--- src/rtl/ws2812_pkg.sv ---
// rtl/ws2812_pkg.sv - shared types and constants for the ws2812 frame sequencer
//
// Purpose : FSM state encoding, pixel width and the GRB pixel type used by
//           ws2812_frame_ctrl.
// Ports   : none (package)

package ws2812_pkg;

  typedef enum logic [2:0] {
    IDLE,
    LOAD,
    SEND,
    HOLD,
    LATCH
  } state_t;

  localparam int PIXEL_W = 24;

  typedef logic [PIXEL_W-1:0] grb_t;

endpackage

--- src/rtl/ws2812_frame_ctrl.sv ---
// rtl/ws2812_frame_ctrl.sv - frame sequencer feeding single-bit codes to ws2812_driver
//
// Purpose : On a frame request, pulls LED_NUM GRB pixels from the pixel source,
//           serialises each MSB-first as one-cycle bit strobes to the driver,
//           then holds the line idle for RESET_CYCLES and pulses frame_done_out.
// Ports   :
//   clk_in, rst_n_in                 clock, asynchronous active-low reset
//   frame_start_in                   one-cycle frame request (honoured in IDLE only)
//   busy_out, frame_done_out         frame in progress / one-cycle completion pulse
//   pixel_in, pixel_in_valid/_ready  GRB pixel stream from the pixel source
//   code_out, code_out_valid         bit and bit strobe to the driver
//   driver_ready_in                  driver idle indication
//   underrun_out                     sticky: pixel source stalled too long this frame

module ws2812_frame_ctrl
  import ws2812_pkg::*;
#(
  parameter int LED_NUM      = 8,
  parameter int RESET_CYCLES = 15000,
  parameter int STALL_LIMIT  = 1000
) (
  input  logic               clk_in,
  input  logic               rst_n_in,
  input  logic               frame_start_in,
  output logic               busy_out,
  output logic               frame_done_out,
  input  logic [PIXEL_W-1:0] pixel_in,
  input  logic               pixel_in_valid,
  output logic               pixel_in_ready,
  output logic               code_out,
  output logic               code_out_valid,
  input  logic               driver_ready_in,
  output logic               underrun_out
);

  localparam int PIX_W   = $clog2(LED_NUM + 1);
  localparam int LATCH_W = $clog2(RESET_CYCLES + 1);
  localparam int STALL_W = $clog2(STALL_LIMIT + 1);
  localparam int BIT_W   = $clog2(PIXEL_W + 1);

  localparam logic [PIX_W-1:0]   LAST_PIX   = PIX_W'(LED_NUM - 1);
  localparam logic [LATCH_W-1:0] LATCH_LAST = LATCH_W'(RESET_CYCLES - 1);
  localparam logic [STALL_W-1:0] STALL_MAX  = STALL_W'(STALL_LIMIT);
  localparam logic [STALL_W-1:0] STALL_PRE  = STALL_W'(STALL_LIMIT - 1);
  localparam logic [BIT_W-1:0]   BIT_TOP    = BIT_W'(PIXEL_W - 1);

  state_t             state_q, state_d;
  grb_t               shift_q, shift_d;
  logic [BIT_W-1:0]   bit_idx_q, bit_idx_d;
  logic [PIX_W-1:0]   pix_cnt_q, pix_cnt_d;
  logic [STALL_W-1:0] stall_q, stall_d;
  logic [LATCH_W-1:0] latch_q, latch_d;
  logic               busy_q, busy_d;
  logic               underrun_q, underrun_d;
  logic               code_q, code_d;
  logic               code_valid_q, code_valid_d;

  always_ff @(posedge clk_in or negedge rst_n_in) begin
    if (!rst_n_in) begin
      state_q      <= IDLE;
      shift_q      <= '0;
      bit_idx_q    <= '0;
      pix_cnt_q    <= '0;
      stall_q      <= '0;
      latch_q      <= '0;
      busy_q       <= 1'b0;
      underrun_q   <= 1'b0;
      code_q       <= 1'b0;
      code_valid_q <= 1'b0;
    end else begin
      state_q      <= state_d;
      shift_q      <= shift_d;
      bit_idx_q    <= bit_idx_d;
      pix_cnt_q    <= pix_cnt_d;
      stall_q      <= stall_d;
      latch_q      <= latch_d;
      busy_q       <= busy_d;
      underrun_q   <= underrun_d;
      code_q       <= code_d;
      code_valid_q <= code_valid_d;
    end
  end

  always_comb begin
    state_d        = state_q;
    shift_d        = shift_q;
    bit_idx_d      = bit_idx_q;
    pix_cnt_d      = pix_cnt_q;
    stall_d        = stall_q;
    latch_d        = latch_q;
    busy_d         = busy_q;
    underrun_d     = underrun_q;
    code_d         = code_q;
    code_valid_d   = 1'b0;
    pixel_in_ready = 1'b0;
    frame_done_out = 1'b0;

    unique case (state_q)
      IDLE: begin
        if (frame_start_in) begin
          state_d    = LOAD;
          busy_d     = 1'b1;
          underrun_d = 1'b0;
          pix_cnt_d  = '0;
          stall_d    = '0;
        end
      end

      LOAD: begin
        pixel_in_ready = 1'b1;
        if (pixel_in_valid) begin
          shift_d   = pixel_in;
          bit_idx_d = BIT_TOP;
          stall_d   = '0;
          state_d   = SEND;
        end else begin
          // Saturating stall count; underrun flags on the cycle it reaches the limit.
          if (stall_q != STALL_MAX) begin
            stall_d = stall_q + STALL_W'(1);
          end
          if (stall_q >= STALL_PRE) begin
            underrun_d = 1'b1;
          end
        end
      end

      SEND: begin
        if (driver_ready_in) begin
          code_valid_d = 1'b1;
          code_d       = shift_q[PIXEL_W-1];
          state_d      = HOLD;
        end
      end

      // One dead cycle while the driver drops ready in response to the strobe.
      HOLD: begin
        shift_d = shift_q << 1;
        if (bit_idx_q != '0) begin
          bit_idx_d = bit_idx_q - BIT_W'(1);
          state_d   = SEND;
        end else if (pix_cnt_q != LAST_PIX) begin
          pix_cnt_d = pix_cnt_q + PIX_W'(1);
          state_d   = LOAD;
        end else begin
          latch_d = '0;
          state_d = LATCH;
        end
      end

      // Counting starts on the first cycle the driver reports idle after the last bit.
      LATCH: begin
        if (latch_q == LATCH_LAST) begin
          frame_done_out = 1'b1;
          busy_d         = 1'b0;
          latch_d        = '0;
          state_d        = IDLE;
        end else if ((latch_q != '0) || driver_ready_in) begin
          latch_d = latch_q + LATCH_W'(1);
        end
      end

      default: state_d = IDLE;
    endcase
  end

  assign busy_out       = busy_q;
  assign underrun_out   = underrun_q;
  assign code_out       = code_q;
  assign code_out_valid = code_valid_q;

endmodule

--- config.mk ---
export PLATFORM = sky130hd
export DESIGN_NAME = ws2812_frame_ctrl
export DESIGN_NICKNAME = d
export VERILOG_FILES = /design/src/rtl/ws2812_pkg.sv /design/src/rtl/ws2812_frame_ctrl.sv
export SDC_FILE = /design/constraint.sdc
export NUM_CORES = 1
export LEC_CHECK = 0
export BUFFER_PORTS_ARGS = -buffer_cell sky130_fd_sc_hd__buf_2
export CAP_MARGIN = 20
export CORE_AREA = 2 2 76 78
export DETAILED_ROUTE_END_ITERATION = 16
export DIE_AREA = 0 0 78 80
export PLACE_DENSITY = 0.83
export SLEW_MARGIN = 20
export SYNTH_ARGS = -nofsm -noshare
export SYNTH_HDL_FRONTEND = slang
export SYNTH_SLANG_ARGS = --single-unit
export TNS_END_PERCENT = 1
--- constraint.sdc ---
create_clock -name clk_in -period 3.25 [get_ports clk_in]
set_input_delay 0.1625 -clock clk_in [delete_from_list [all_inputs] [get_ports clk_in]]
set_output_delay 0.1625 -clock clk_in [all_outputs]
set_load 0.005 [all_outputs]
==> impl_metrics.tcl <==
set metrics [dict create \
    run_status "complete, no violations" \
    route.final.wire_length_mm 6.92 \
    post_cts_hold_buffer_count 1 \
    placement_rows 27 \
    post_layout_nonfiller_instances 473 \
    cts_num_sinks 64 \
    r2r_cells 5 \
    postLayoutSetupSlackWorst_ns 1.11 \
    worstSkewPairLatency_ns 0.34 \
    synthesized_area_fraction_occupied_by_ao_oa_aoi_and_oai_cells 0.161 \
    xor_and_xnor_area_share_after_synthesis 0.0106 \
    swShare 0.371 \
    final.period_utilization 0.659 \
    cts_tree "built" \
    tns_ns 0 \
    post_cts.resized_instances 0 \
    count_of_cells_along_the_worst_hold_path 3 \
    slew_viol_final 0 \
    flow.area_growth_from_synthesis_pct 12.6 \
    final.hold.worst_slack_ns 0.0504 \
    worstSetupStartpointType "flop" \
    timing.critical_path.cells "nor2_1, nor3_2, nand2_1, or4_1, a21oi_1" \
    cts_root_buffer "sky130_fd_sc_hd__clkbuf_8" \
    cts-buffers-inserted 9 \
    worst-setup-path-type "reg -> reg" \
    drt_first_pass_iters 5 \
    dp_worst_setup_slack_ns 1.12 \
    initial_core_util 0.613 \
    layout_common_cells "sky130_fd_sc_hd__nand2_1, sky130_fd_sc_hd__dfrtp_1, sky130_fd_sc_hd__buf_2, sky130_fd_sc_hd__nor2_1, sky130_fd_sc_hd__a22oi_1" \
    critical_path_peak_fanout 16 \
    fp.coreArea_um2 5410 \
    register_bit_total_from_synthesis 64 \
    design.die.area_um2 6240 \
    report.final.hold_viol_count 0 \
    worst_ir_drop_vdd_uv 479 \
    grt_max_degree 42 \
    synth_ff_type "sky130_fd_sc_hd__dfrtp_1" \
    num-nets-final 433 \
    final_period_minus_worst_setup_slack_ns 2.14 \
    pwr-share-comb 0.298 \
    drtAntennaViolNets 0 \
    vias 2805 \
    finalWeightedCongestion 0.921 \
    first_iter_violations 195 \
    layout_commonest_cell "sky130_fd_sc_hd__nand2_1" \
    grt_setup_unrepaired "no" \
    timing.slew.headroom 0.399 \
    cts-htree-levels 3 \
    p_switching_mw 1.02 \
    synthAdderAreaFrac 0.0227 \
    port-buffer-count 34 \
    syn-cell-area_um2 3310 \
    dp.cells 458 \
    antenna_cells 0 \
    postCtsSetupBuffers 0 \
    die_w_um 78 \
    layout-drive-gt1-share 0.157 \
    path_delay_family "simple AND/OR/NAND/NOR gates" \
    max_freq_mhz 467 \
    utilization 0.690 \
    number_of_antenna_violations_at_the_first_check_in_global_routing 0 \
    proportion_of_power_drawn_by_the_clock_network 0.238 \
    fin_worst_skew_ns 0.00886 \
    main_combinational_cell_family_by_area_after_synthesis "simple AND/OR/NAND/NOR gates" \
    crit_path_top_delay_cell "sky130_fd_sc_hd__dfrtp_1" \
    worstPathBufferInverterCount 0 \
    leakagePower_nw 1.72 \
    power.density_cell_area_nw_per_um2 736 \
    boundaryPins 35 \
    hpwlAfterDp_mm 4.82 \
    tightestPinTransition_ns 0.902 \
    number_of_global_route_vias_before_repair 2643 \
    post_synth_mux_area_share 0.0155 \
    postSynthNetCount 399 \
    drv_cap 0 \
    async_flop_share 1.00 \
    critical_path.max_stage_delay_ns 0.62 \
    routedWlPerCell_um 14.6 \
    grt_pass1_wl_mm 11.9 \
    worst-endpoint-required_ns 3.51 \
    number_of_flops_mapped_to_enable_cells_by_yosys 0 \
    report.final.setup_viol 0 \
    drt_drc_violations_left 0 \
    num-fill-cells 441 \
    internal-power_mw 1.73 \
    post_synth_inst_count 364 \
    postSynthAreaPerCell_um2 9.10 \
    sequentialPowerShare 0.464 \
    post_detailed_route_via_to_cell_ratio 5.93 \
    grt.total_usage 0.243 \
    path_depth 5 \
    grt-ovfl-total 0 \
    die_height_um 80 \
    min-delay-path-class "in -> reg" \
    synth_warnings 0 \
    yosys.cell_types.count 49 \
    cts.reportedPaths.clkPinSlew_ns 0.07 \
    cp.arrival_ns 2.41 \
    maximum_buffer_depth_of_the_clock_tree 2 \
    timing.critical_path.to_type "flop" \
    synth_simple_gate_area_share 0.270 \
    seq_area_frac_synth 0.483 \
]
[worst paths after layout]
check | startpoint | end | slack, ns
min | pixel_in[0] | shift_q[0]$_DFFE_PN0P_ | 0.05
max | state_q[0]$_DFFE_PN0P_ | stall_q[7]$_DFFE_PN0P_ | 1.11
min reg2reg | shift_q[11]$_DFFE_PN0P_ | shift_q[11]$_DFFE_PN0P_ | 0.48
max in group asynchronous | rst_n_in | pix_cnt_q[3]$_DFFE_PN0P_ | 1.83
min in group asynchronous | rst_n_in | state_q[2]$_DFFE_PN0P_ | 0.49
max reg2reg | state_q[0]$_DFFE_PN0P_ | stall_q[7]$_DFFE_PN0P_ | 1.11
[cell usage after synthesis, drive strengths merged (6+ instances only)]
cell    instances  area (um2)
a31oi          10        62.6
nor3           10        55.1
nand4          10        62.6
a21oi           9        45.0
nand3          11        55.1
dfrtp          64        1600
ha              6        75.1
clkbuf         12        45.0
nor2           26        97.6
and3            8        50.1
buf             8        52.6
a22oi          23         173
nand2          80         300
o21ai          17        85.1
inv             7        26.3
[kinds of logic (layout without fill, tap and decap cells)]
logic type | Yosys count | count (layout)
buf+inv | 27 | 64
fa+ha+maj | 6 | 6
mux | 5 | 5
xor+xnor | 4 | 4
compound gates | 79 | 79
flops | 64 | 64
simple gates | 179 | 179
[stage by stage]
step	area [um2]	total power, mW
3_3_place_gp	3540	2.06
6_report	3730	2.75
2_1_floorplan	3310	1.88
5_1_grt	3730	2.94
3_5_place_dp	3540	2.10
4_1_cts	3730	2.76
[worst min-delay path, stage by stage]
cell,delay (ns)
sky130_fd_sc_hd__buf_2,0.08
sky130_fd_sc_hd__nand2_1,0.04
sky130_fd_sc_hd__o21ai_0,0.07
[power by group through the flow]
stage	Combinational [mW]	Sequential [mW]	Clock [mW]
after detailed placement	0.826	1.28	0
final	0.817	1.27	0.654
after global placement	0.789	1.27	0
after CTS	0.823	1.27	0.666
after floorplan	0.719	1.16	0
after global routing	0.933	1.31	0.701
[sequential cells by signal, indices dropped and copies added, names as in the netlist, 3 cells and up]
name,count
latch_q,14
bit_idx_q,5
pix_cnt_q,4
shift_q,24
stall_q,10
state_q,3
[per-layer routing]
metal	global-route usage	vias up	routed length, um	share of wire
li1	-	1381	-	-
met2	0.391	69	3320	0.48
met3	0.0566	9	333	0.048
met4	0.102	0	84	0.012
met1	0.319	1346	3180	0.46
met5	0	-	0	0
[area by class of cell]
cell class              instances  area (um2)  area share
clock buffers                  11         141      0.0379
clock inverters                 3        43.8      0.0117
repair buffers                 43         240      0.0644
inverters                       7        26.3     0.00704
flip-flops and latches         64        1600       0.429
well taps                      72        90.1      0.0241
multi-input cells             273        1590       0.426
Note: power is estimated with default switching activity, not from simulation.
